## src/rtl/struct_s.sv

```systemverilog
// Shared metadata types and input-port indices for the metadata merge path.
package struct_s;

   typedef struct packed {
      logic [7:0]  tag;
      logic [15:0] len;
      logic [3:0]  flags;
      logic [3:0]  qid;
   } metadata_t;

   localparam int N_IN      = 3;
   localparam int IDX_OUT   = 0;
   localparam int IDX_FWD   = 1;
   localparam int IDX_REORD = 2;

   function automatic logic [1:0] wrap3(input logic [2:0] v);
      return (v >= 3'd3) ? 2'(v - 3'd3) : v[1:0];
   endfunction

endpackage

```

## src/rtl/meta_sync_fifo.sv

```systemverilog
// Single-clock FIFO with registered head; storage itself is never reset.
module meta_sync_fifo #(
   parameter int DATA_W = 32,
   parameter int DEPTH  = 4
) (
   input  logic                       clk,
   input  logic                       rst,
   input  logic                       push,
   input  logic [DATA_W-1:0]          push_data,
   input  logic                       pop,
   output logic [DATA_W-1:0]          pop_data,
   output logic [$clog2(DEPTH):0]     count,
   output logic                       empty,
   output logic                       full
);

   localparam int AW = $clog2(DEPTH);
   localparam int CW = AW + 1;

   logic [DATA_W-1:0] r_mem [DEPTH];
   logic [AW-1:0]     r_wr;
   logic [AW-1:0]     r_rd;
   logic [CW-1:0]     r_count;
   logic              w_push;
   logic              w_pop;

   assign empty    = (r_count == '0);
   assign full     = (r_count == CW'(DEPTH));
   assign count    = r_count;
   assign pop_data = r_mem[r_rd];
   assign w_push   = push & ~full;
   assign w_pop    = pop & ~empty;

   always_ff @(posedge clk) begin
      if (w_push) r_mem[r_wr] <= push_data;
   end

   // DEPTH is a power of two, so pointers wrap by natural overflow
   always_ff @(posedge clk or posedge rst) begin
      if (rst) begin
         r_wr    <= '0;
         r_rd    <= '0;
         r_count <= '0;
      end else begin
         if (w_push) r_wr <= r_wr + AW'(1);
         if (w_pop)  r_rd <= r_rd + AW'(1);
         unique case ({w_push, w_pop})
            2'b10:   r_count <= r_count + CW'(1);
            2'b01:   r_count <= r_count - CW'(1);
            default: r_count <= r_count;
         endcase
      end
   end

endmodule

```

## src/rtl/meta_merge_arbiter.sv

```systemverilog
// Round-robin merge of three metadata streams into one buffered output,
// with per-port accepted-beat statistics.
module meta_merge_arbiter
   import struct_s::*;
#(
   parameter int DATA_W    = $bits(metadata_t),
   parameter int OUT_DEPTH = 4,
   parameter int AF_LEVEL  = 3
) (
   input  logic                         clk,
   input  logic                         rst,
   input  logic [N_IN-1:0][DATA_W-1:0]  in_data,
   input  logic [N_IN-1:0]              in_valid,
   output logic [N_IN-1:0]              in_ready,
   output logic [DATA_W-1:0]            out_data,
   output logic                         out_valid,
   input  logic                         out_ready,
   output logic                         out_almost_full,
   output logic [N_IN-1:0][31:0]        stats_in,
   output logic [31:0]                  stats_out
);

   localparam int CW = $clog2(OUT_DEPTH) + 1;

   logic [1:0]              r_rr_ptr;
   logic                    r_af;
   logic [N_IN-1:0][31:0]   r_stats_in;
   logic [31:0]             r_stats_out;

   logic [N_IN-1:0]         w_grant;
   logic [1:0]              w_gidx;
   logic [1:0]              w_idx;
   logic                    w_any;
   logic                    w_push;
   logic                    w_pop;
   logic                    w_full;
   logic                    w_empty;
   logic [CW-1:0]           w_count;
   logic [CW-1:0]           w_cnt_next;
   logic [DATA_W-1:0]       w_push_data;

   // first valid input at or after rr_ptr wins
   always_comb begin
      w_grant = '0;
      w_gidx  = '0;
      w_idx   = '0;
      w_any   = 1'b0;
      for (int k = 0; k < N_IN; k++) begin
         w_idx = wrap3({1'b0, r_rr_ptr} + 3'(k));
         if (!w_any && in_valid[w_idx]) begin
            w_grant[w_idx] = 1'b1;
            w_gidx         = w_idx;
            w_any          = 1'b1;
         end
      end
   end

   assign in_ready    = w_grant & {N_IN{~w_full & ~rst}};
   assign w_push      = |(in_valid & in_ready);
   assign w_pop       = out_valid & out_ready;
   assign w_push_data = in_data[w_gidx];
   assign out_valid   = ~w_empty;
   assign w_cnt_next  = w_count + CW'(w_push) - CW'(w_pop);

   assign out_almost_full = r_af;
   assign stats_in        = r_stats_in;
   assign stats_out       = r_stats_out;

   meta_sync_fifo #(
      .DATA_W (DATA_W),
      .DEPTH  (OUT_DEPTH)
   ) u_fifo (
      .clk       (clk),
      .rst       (rst),
      .push      (w_push),
      .push_data (w_push_data),
      .pop       (w_pop),
      .pop_data  (out_data),
      .count     (w_count),
      .empty     (w_empty),
      .full      (w_full)
   );

   always_ff @(posedge clk or posedge rst) begin
      if (rst) begin
         r_rr_ptr    <= '0;
         r_af        <= 1'b0;
         r_stats_in  <= '0;
         r_stats_out <= '0;
      end else begin
         if (w_push) r_rr_ptr <= wrap3({1'b0, w_gidx} + 3'd1);
         r_af <= (32'(w_cnt_next) >= AF_LEVEL);
         for (int i = 0; i < N_IN; i++) begin
            if (in_valid[i] && in_ready[i])
               r_stats_in[i] <= r_stats_in[i] + 32'd1;
         end
         if (w_pop) r_stats_out <= r_stats_out + 32'd1;
      end
   end

endmodule
```

## config.mk

```make
export PLATFORM = sky130hd
export DESIGN_NAME = meta_merge_arbiter
export DESIGN_NICKNAME = d
export VERILOG_FILES = /design/src/rtl/struct_s.sv /design/src/rtl/meta_sync_fifo.sv /design/src/rtl/meta_merge_arbiter.sv
export SDC_FILE = /design/constraint.sdc
export NUM_CORES = 1
export LEC_CHECK = 0
export ABC_CLOCK_PERIOD_IN_PS = 7800
export BUFFER_PORTS_ARGS = -buffer_cell sky130_fd_sc_hd__buf_2
export CORE_MARGIN = 2
export CORE_UTILIZATION = 59
export CTS_CLUSTER_SIZE = 10
export DETAILED_ROUTE_END_ITERATION = 8
export PLACE_DENSITY_LB_ADDON = 0.12
export SYNTH_ARGS = -nofsm -noshare
export SYNTH_HDL_FRONTEND = slang
export SYNTH_HIERARCHICAL = 1
export SYNTH_SLANG_ARGS = --single-unit
```

## constraint.sdc

```tcl
create_clock -name clk -period 7.8 [get_ports clk]
set_input_delay 0.39 -clock clk [delete_from_list [all_inputs] [get_ports clk]]
set_output_delay 0.39 -clock clk [all_outputs]
set_load 0.005 [all_outputs]
```

==> impl_metrics.yaml, run 1 <==
floorplanning:
  die_y_microns: 147.0
  initial_core_util_pct: 59.86
  die_w_microns: 147.0
  pin_count: 267
  die_area_sq_um: 21620
  coreArea_sq_um: 20170
  rows: 52
power_and_ir_drop:
  intPower_mw: 3.251
  p_comb_share_pct: 31.4
  powerDensity_nw_per_um2: 325.7
  ir_drop_mv: 0.1906
  switching_share_pct: 31.01
  cellLeakagePower_nw: 6.528
  fin_total_pwr_mw: 4.712
  clkPwrFrac_pct: 25.7
  p_seq_share_pct: 42.9
  p_sw_mw: 1.461
synth:
  synth_ff_type: "dfrtp_1"
  synth-compound-area-share_pct: 2.695
  synth_area_sq_um: 12070
  syn_avg_cell_area_sq_um: 13.64
  synth-seq-cells: 266
  yosysWarnings: 6
  ys_seq_area_share_pct: 60.44
  synth-simple-area-share_pct: 12.98
  synth_fp_nets: 1005
  synth_cell_type_count: 59
  synth_edf_count: 128
  synth_fa_ha_area_share_pct: 1.990
  synthMuxAreaShare_pct: 9.763
  synth_top_family_by_area: "simple AND/OR/NAND/NOR gates"
  async_flop_share_pct: 51.88
  synthCells: 885
  synth_xor_area_share_pct: 9.576
finish:
  final_cell_area_sq_um: 14470
  num-fill-cells: 1403
  areaGrowthSynthToFinish_pct: 19.84
  layout.cells.non_filler: 1448
  num_antenna_cells: 0
  final_core_util_pct: 71.73
  drive_above_1_share_pct: 31.15
  fin_nets: 1283
global_route:
  grtUsageTotal_pct: 22.30
  grt_pass1_vias: 7765
  antenna_found_initial: 0
  grt_pass1_wl_microns: 39300
  grt_overflow: 0
  grt_max_degree: 89
timing:
  maxSlewViolCount: 0
  timing.final.crit_period_ns: 4.179
  tightest_slew_ns: 1.042
  timing.fmax_mhz: 239.3
  hold_ws_ns: 0.2611
  maxSlewHeadroom_pct: 30.52
  finalHoldViolations: 0
  rsz0062_at_grt: "no"
  setup_violations: 0
  fin_skew_ns: 0.01433
  period_share_pct: 53.58
  tns_ns: 0
  worst_slack_ns: 3.621
detailed_routing:
  met3_length_microns: 1761
  met2_length_microns: 11630
  drc_errors: 0
  drt_iter0_markers: 278
  wl_per_cell_microns: 16.51
  wl_met1_microns: 10180
  vias: 7789
  viasPerCell: 5.379
  top_layer: "met4"
  first_pass_iters: 5
  wl_microns: 23910
  final_antenna_net_count: 0
placed_design:
  io_buffers: 266
  place_inst: 1400
  routabilityCongestion: 0.8237
  dp_hpwl_microns: 16520
  place_area_sq_um: 13620
  place_ws_ns: 3.613
worst_setup_path:
  reg2reg_setup_slack_ns: 3.62
  worst_path_largest_cell_delay_ns: 0.68
  worstPathArrival_ns: 4.39
  critPathRequiredTime_ns: 8.01
  slowest_stage: "and2_1"
  reg2reg_to: "u_fifo/r_mem[2][22]"
  crit_type: "reg2reg"
  critical_path.startpoint: "r_rr_ptr[1]"
  crit_end: "u_fifo/r_mem[2][22]"
  r2r_cells: 11
  crit_family: "simple AND/OR/NAND/NOR gates"
  crit_chain: "inv_1, ha_1, mux2i_1, o22a_1, mux2_4, nor2_2, nor3_2, inv_1, nor2b_2, and2_1, buf_4"
  worst-path-buf-inv: 3
  reg2reg_from: "r_rr_ptr[1]"
  crit_fanout: 18
  worst-path-stages: 11
  crit_top_cell: "inv_1"
  end_kind: "flip-flop"
  startpoint_type: "flip-flop"
clocking:
  cts.path.max_buffers: 3
  clk_pin_slew_ns: 0.06
  postCtsResizedCells: 0
  clk_latency_ns: 0.53
  cts_tree: "yes"
  cts-root-buf: "clkbuf_16"
  htree_num_levels: 1
  cts_sinks: 266
  cts_made_buffers: 30
min_path:
  hp-class: "in2reg"
  hp-start: "in_data[59]"
outcome:
  status: "finished clean"
flow_run:
  max_cap_viol_count: 0
[worst register-to-register path: cells and delay by family, from the launching register on]
family / cells / cell delay [ns]
and+or+nand+nor: 4 / 1.52
muxes: 2 / 0.67
buffers and inverters: 3 / 0.59
DFF: 1 / 0.41
adders and majority gates: 1 / 0.37
AOI/OAI and AO/OA: 1 / 0.30
[worst min-delay path by stage]
stage | endpoint | slack [ns] | depth (start not counted)
finish | u_fifo/r_mem[1][27] | 0.26 | 3
global route | u_fifo/r_mem[2][17] | 0.29 | 3
CTS | u_fifo/r_mem[2][27] | 0.23 | 3
detailed placement | u_fifo/count[1] | 0.41 | 2
global placement | u_fifo/count[1] | 0.40 | 2
floorplan | u_fifo/count[0] | 0.19 | 1
[area by class of cell]
cell class	count	area (sq um)	share of cell area (%)
tap	270	337.8	2.335
sequential	266	7298	50.45
timing repair buffer	277	1416	9.790
clock buffer	46	832.0	5.751
multi-input combinational	559	4467	30.87
inverter	29	111.4	0.7697
clock inverter	1	5.005	0.03459
[logic make-up after synthesis]
group | Yosys count
multiplexers | 75
adder cells (fa/ha/maj) | 18
AO/OA/AOI/OAI | 50
AND/OR/NAND/NOR | 284
buffers and inverters | 60
XOR/XNOR | 132
flip-flops | 266
[flip-flops by register name (all words and copies together) (netlist names)]
name / cells
stats_in: 96
u_fifo/count: 3
r_rr_ptr: 2
u_fifo/r_mem: 128
out_almost_full: 1
u_fifo/r_wr: 2
u_fifo/r_rd: 2
stats_out: 32
[cells in the mapped netlist (28+ instances only)]
cell type  count  share of area (%)
dfrtp_1      138                 29
edfxtp_1     128                 32
inv_1         29               0.90
mux2i_1       36                3.0
mux4_2        28                5.2
nand2_1       83                2.6
nand3_1       45                1.9
nand4_1       40                2.1
nor2_1        31               0.96
o21ai_0       28                1.2
xnor2_1       94                6.8
xor2_1        38                2.8
[layer usage]
layer | global-route usage [%] | vias to the layer above
li1 | - | 3772
met1 | 30.52 | 3718
met2 | 37.57 | 271
met3 | 4.814 | 28
met4 | 4.471 | 0
met5 | 0 | -
[repair_timing]
item,in CTS,in global routing
hold buffers,1,0
endpoints found under the hold margin,7,0
setup endpoints to repair,0,0
buffers inserted,0,0
[placed cells by master (no fill, tap or decap), types with 3 or more instances in the layout]
cell / n
nand2_1: 83
and2_1: 6
mux2i_1: 36
dfrtp_1: 137
xnor2_1: 94
or3_1: 4
inv_1: 28
buf_2: 266
clkbuf_1: 15
and4_1: 12
o21ai_1: 5
nand2b_1: 3
o21ai_0: 28
nor4_4: 3
nor3_2: 3
ha_1: 16
xor2_1: 38
nor4_1: 3
nand3_1: 45
nand4_1: 40
nor2_1: 31
buf_4: 10
mux4_2: 28
nor2b_1: 4
clkbuf_16: 31
mux2_2: 6
nor3_1: 16
mux4_1: 4
edfxtp_1: 128
and3_1: 17
[power by group through the flow]
stage	clock network, mW	logic, mW	registers [mW]
after floorplan	0	1.11	1.99
after global placement	0	1.47	2.04
after detailed placement	0	1.51	2.05
after CTS	1.24	1.51	2.03
after global routing	1.30	1.65	2.06
final	1.21	1.48	2.02
Power figures use the tool's default switching activity.
==> run 2: changes to the inputs <==
--- a/config.mk
+++ b/config.mk
@@ -5,10 +5,11 @@
 export SDC_FILE = /design/constraint.sdc
 export NUM_CORES = 1
 export LEC_CHECK = 0
-export ABC_CLOCK_PERIOD_IN_PS = 7800
+export ABC_AREA = 1
+export ABC_CLOCK_PERIOD_IN_PS = 4000
 export BUFFER_PORTS_ARGS = -buffer_cell sky130_fd_sc_hd__buf_2
 export CORE_MARGIN = 2
-export CORE_UTILIZATION = 59
+export CORE_UTILIZATION = 56
 export CTS_CLUSTER_SIZE = 10
 export DETAILED_ROUTE_END_ITERATION = 8
 export PLACE_DENSITY_LB_ADDON = 0.12
==> constraint.sdc (replaced) <==
create_clock -name clk -period 4 [get_ports clk]
set_input_delay 0.2 -clock clk [delete_from_list [all_inputs] [get_ports clk]]
set_output_delay 0.2 -clock clk [all_outputs]
set_load 0.005 [all_outputs]
==> run 2 against run 1 <==
  * Final cell count increased by 58%
  * Highest routed layer is now met5
  * Power is 130% higher
  * Worst setup slack lost 2.8 ns
  * Critical path type unchanged
  * Die area up 24%
==> impl_metrics.yaml, run 2 <==
outcome:
  status: "finished clean"
synth:
  synth_cell_type_count: 34
  synthTopCellsByArea: "edfxtp_1 (27%), dfrtp_1 (24%), nand2_1 (16%)"
  synth_top_area_share_pct: 26.97
  yosysTopAreaCell: "edfxtp_1"
  ys_seq_area_share_pct: 51.21
  synth_area_sq_um: 14250
  synthTopCellsByCount: "nand2_1 (626), inv_1 (183), dfrtp_1 (138)"
  synth_ff_type: "dfrtp_1"
  synth_edf_count: 128
  synthCells: 1682
  yosysMostFrequentCell: "nand2_1"
  async_flop_share_pct: 51.88
  synth-seq-cells: 266
  syn_avg_cell_area_sq_um: 8.472
  yosysWarnings: 6
  synth_fp_nets: 1802
finish:
  areaGrowthSynthToFinish_pct: 16.77
  fin_nets: 2059
  mostFrequentLayoutCells: "nand2_1 (626), buf_2 (266), inv_1 (182), dfrtp_1 (138), edfxtp_1 (128)"
  final_common_cell: "nand2_1"
  drive_above_1_share_pct: 18.34
  largest-register: "u_fifo/r_mem"
  largest_reg_flops: 128
clocking:
  cts_sinks: 266
  postCtsResizedCells: 0
  cts_made_buffers: 31
  cts_tree: "yes"
  clk_latency_ns: 0.57
  cts.path.max_buffers: 3
  holdBufCountCts: 2
  clk_pin_slew_ns: 0.06
  htree_num_levels: 1
  cts_setup_buffers: 0
  cts-root-buf: "clkbuf_16"
detailed_routing:
  wl_microns: 34310
  vias: 11783
  wl_per_cell_microns: 14.97
  final_antenna_net_count: 0
  viasPerCell: 5.141
  drc_errors: 0
  first_pass_iters: 5
  drt_iter0_markers: 814
worst_setup_path:
  r2r_cells: 20
  critPathRequiredTime_ns: 4.46
  crit_fanout: 7
  end_kind: "flip-flop"
  startpoint_type: "flip-flop"
  reg2reg_to: "u_fifo/count[2]"
  crit_type: "reg2reg"
  worstPathArrival_ns: 3.60
  reg2reg_setup_slack_ns: 0.86
  reg2reg_from: "r_rr_ptr[0]"
timing:
  setup_violations: 0
  timing.final.crit_period_ns: 3.141
  maxSlewHeadroom_pct: 33.00
  maxSlewViolCount: 0
  timing.fmax_mhz: 318.3
  finalHoldViolations: 0
  tns_ns: 0
  tightest_slew_ns: 1.005
  hold_ws_ns: 0.05163
  period_share_pct: 78.54
  rsz0062_at_grt: "no"
  fin_skew_ns: 0.01614
  worst_slack_ns: 0.8585
global_route:
  grt_overflow: 0
  grt_pass1_vias: 10927
  grtUsageTotal_pct: 25.35
  grt_pass1_wl_microns: 54740
  grt_max_degree: 80
  antenna_found_initial: 6
placed_design:
  dp_hpwl_microns: 23780
  routabilityCongestion: 0.9171
  io_buffers: 266
  place_ws_ns: 0.8906
floorplanning:
  initial_core_util_pct: 56.75
  rows: 58
  die_area_sq_um: 26740
  pin_count: 267
  die_y_microns: 163.5
  die_w_microns: 163.5
  coreArea_sq_um: 25110
power_and_ir_drop:
  powerDensity_nw_per_um2: 639.5
  ir_drop_mv: 0.4139
  cellLeakagePower_nw: 8.261
min_path:
  whs_path_depth: 3
  hold_end: "u_fifo/r_mem[1][29]"
  hp-start: "in_data[93]"
  hp-class: "in2reg"
flow_run:
  max_cap_viol_count: 0
run 2: how the worst max path moves through the flow:
stage | from | end | slack (ns) | cells after the start
after global routing | r_rr_ptr[0] | u_fifo/count[2] | 0.57 | 20
final | r_rr_ptr[0] | u_fifo/count[2] | 0.86 | 20
after floorplan | rst | out_almost_full | 0.30 | 1
after detailed placement | r_rr_ptr[0] | u_fifo/count[2] | 0.89 | 20
after CTS | r_rr_ptr[0] | u_fifo/count[2] | 0.87 | 20
after global placement | r_rr_ptr[0] | u_fifo/count[2] | 1.0 | 20
run 2: logic make-up (layout without fill, tap and decap cells):
kind of cell | after synthesis | after routing | synth area share [%]
adders and majority gates | 18 | 18 | 1.686
xor gates and xnor gates | 108 | 108 | 6.691
AOI/OAI and AO/OA | 127 | 127 | 5.751
and+or+nand+nor | 916 | 916 | 26.71
buffers and inverters | 247 | 523 | 7.955
other | 0 | 4 | 0
DFF | 266 | 266 | 51.21
run 2: power breakdown:
part / total (mW) / internal (mW) / switching (mW)
clock: 2.49 / 1.43 / 1.06
sequential: 4.08 / 3.82 / 0.255
combinational: 4.08 / 1.29 / 2.79
run 2: critical path, cell delays in order, from the launching register on:
cell and delay [ns]:
dfrtp_1 0.39, inv_1 0.08, ha_1 0.38, inv_2 0.12, nand2_1 0.06, nand3_1 0.07, nand2_1 0.12, nand2_1 0.08
nand2_1 0.09, nand2_1 0.11, nand2_1 0.07, nand3_2 0.08, nand3_2 0.13, nand2_1 0.28, ha_1 0.24, inv_1 0.08
fa_1 0.38, nand2_1 0.10, nand3_1 0.08, nand2_1 0.06, nand2_1 0.04
run 2: layout make-up:
cell class                      count  area [sq um]
Clock inverter                      4         35.03
Fill cell                        2150          8469
Sequential cell                   266          7297
Multi-Input combinational cell   1169          5837
Clock buffer                       48         839.6
Inverter                          189         714.4
Antenna cell                        4         10.01
Tap cell                          330         412.9
Timing Repair Buffer              282          1494
run 2: metal layers:
layer	global-route usage (%)	part of all wire (%)
met5	0	0.079
met4	5.742	1.6
met3	4.698	7.2
met2	40.97	46
met1	35.87	45
run 2: per-stage QoR:
| step | std cells | total power, mW | instance area (sq um) | util, % |
|---|---|---|---|---|
| floorplan | 1682 | 7.011 | 14250 | - |
| global placement | 2234 | 8.080 | 15740 | 62.67 |
| detailed placement | 2234 | 8.205 | 15740 | 62.67 |
| CTS | 2288 | 10.71 | 16630 | 66.23 |
| global route | 2289 | 11.38 | 16630 | 66.24 |
| finish | 2292 | 10.64 | 16640 | 66.27 |
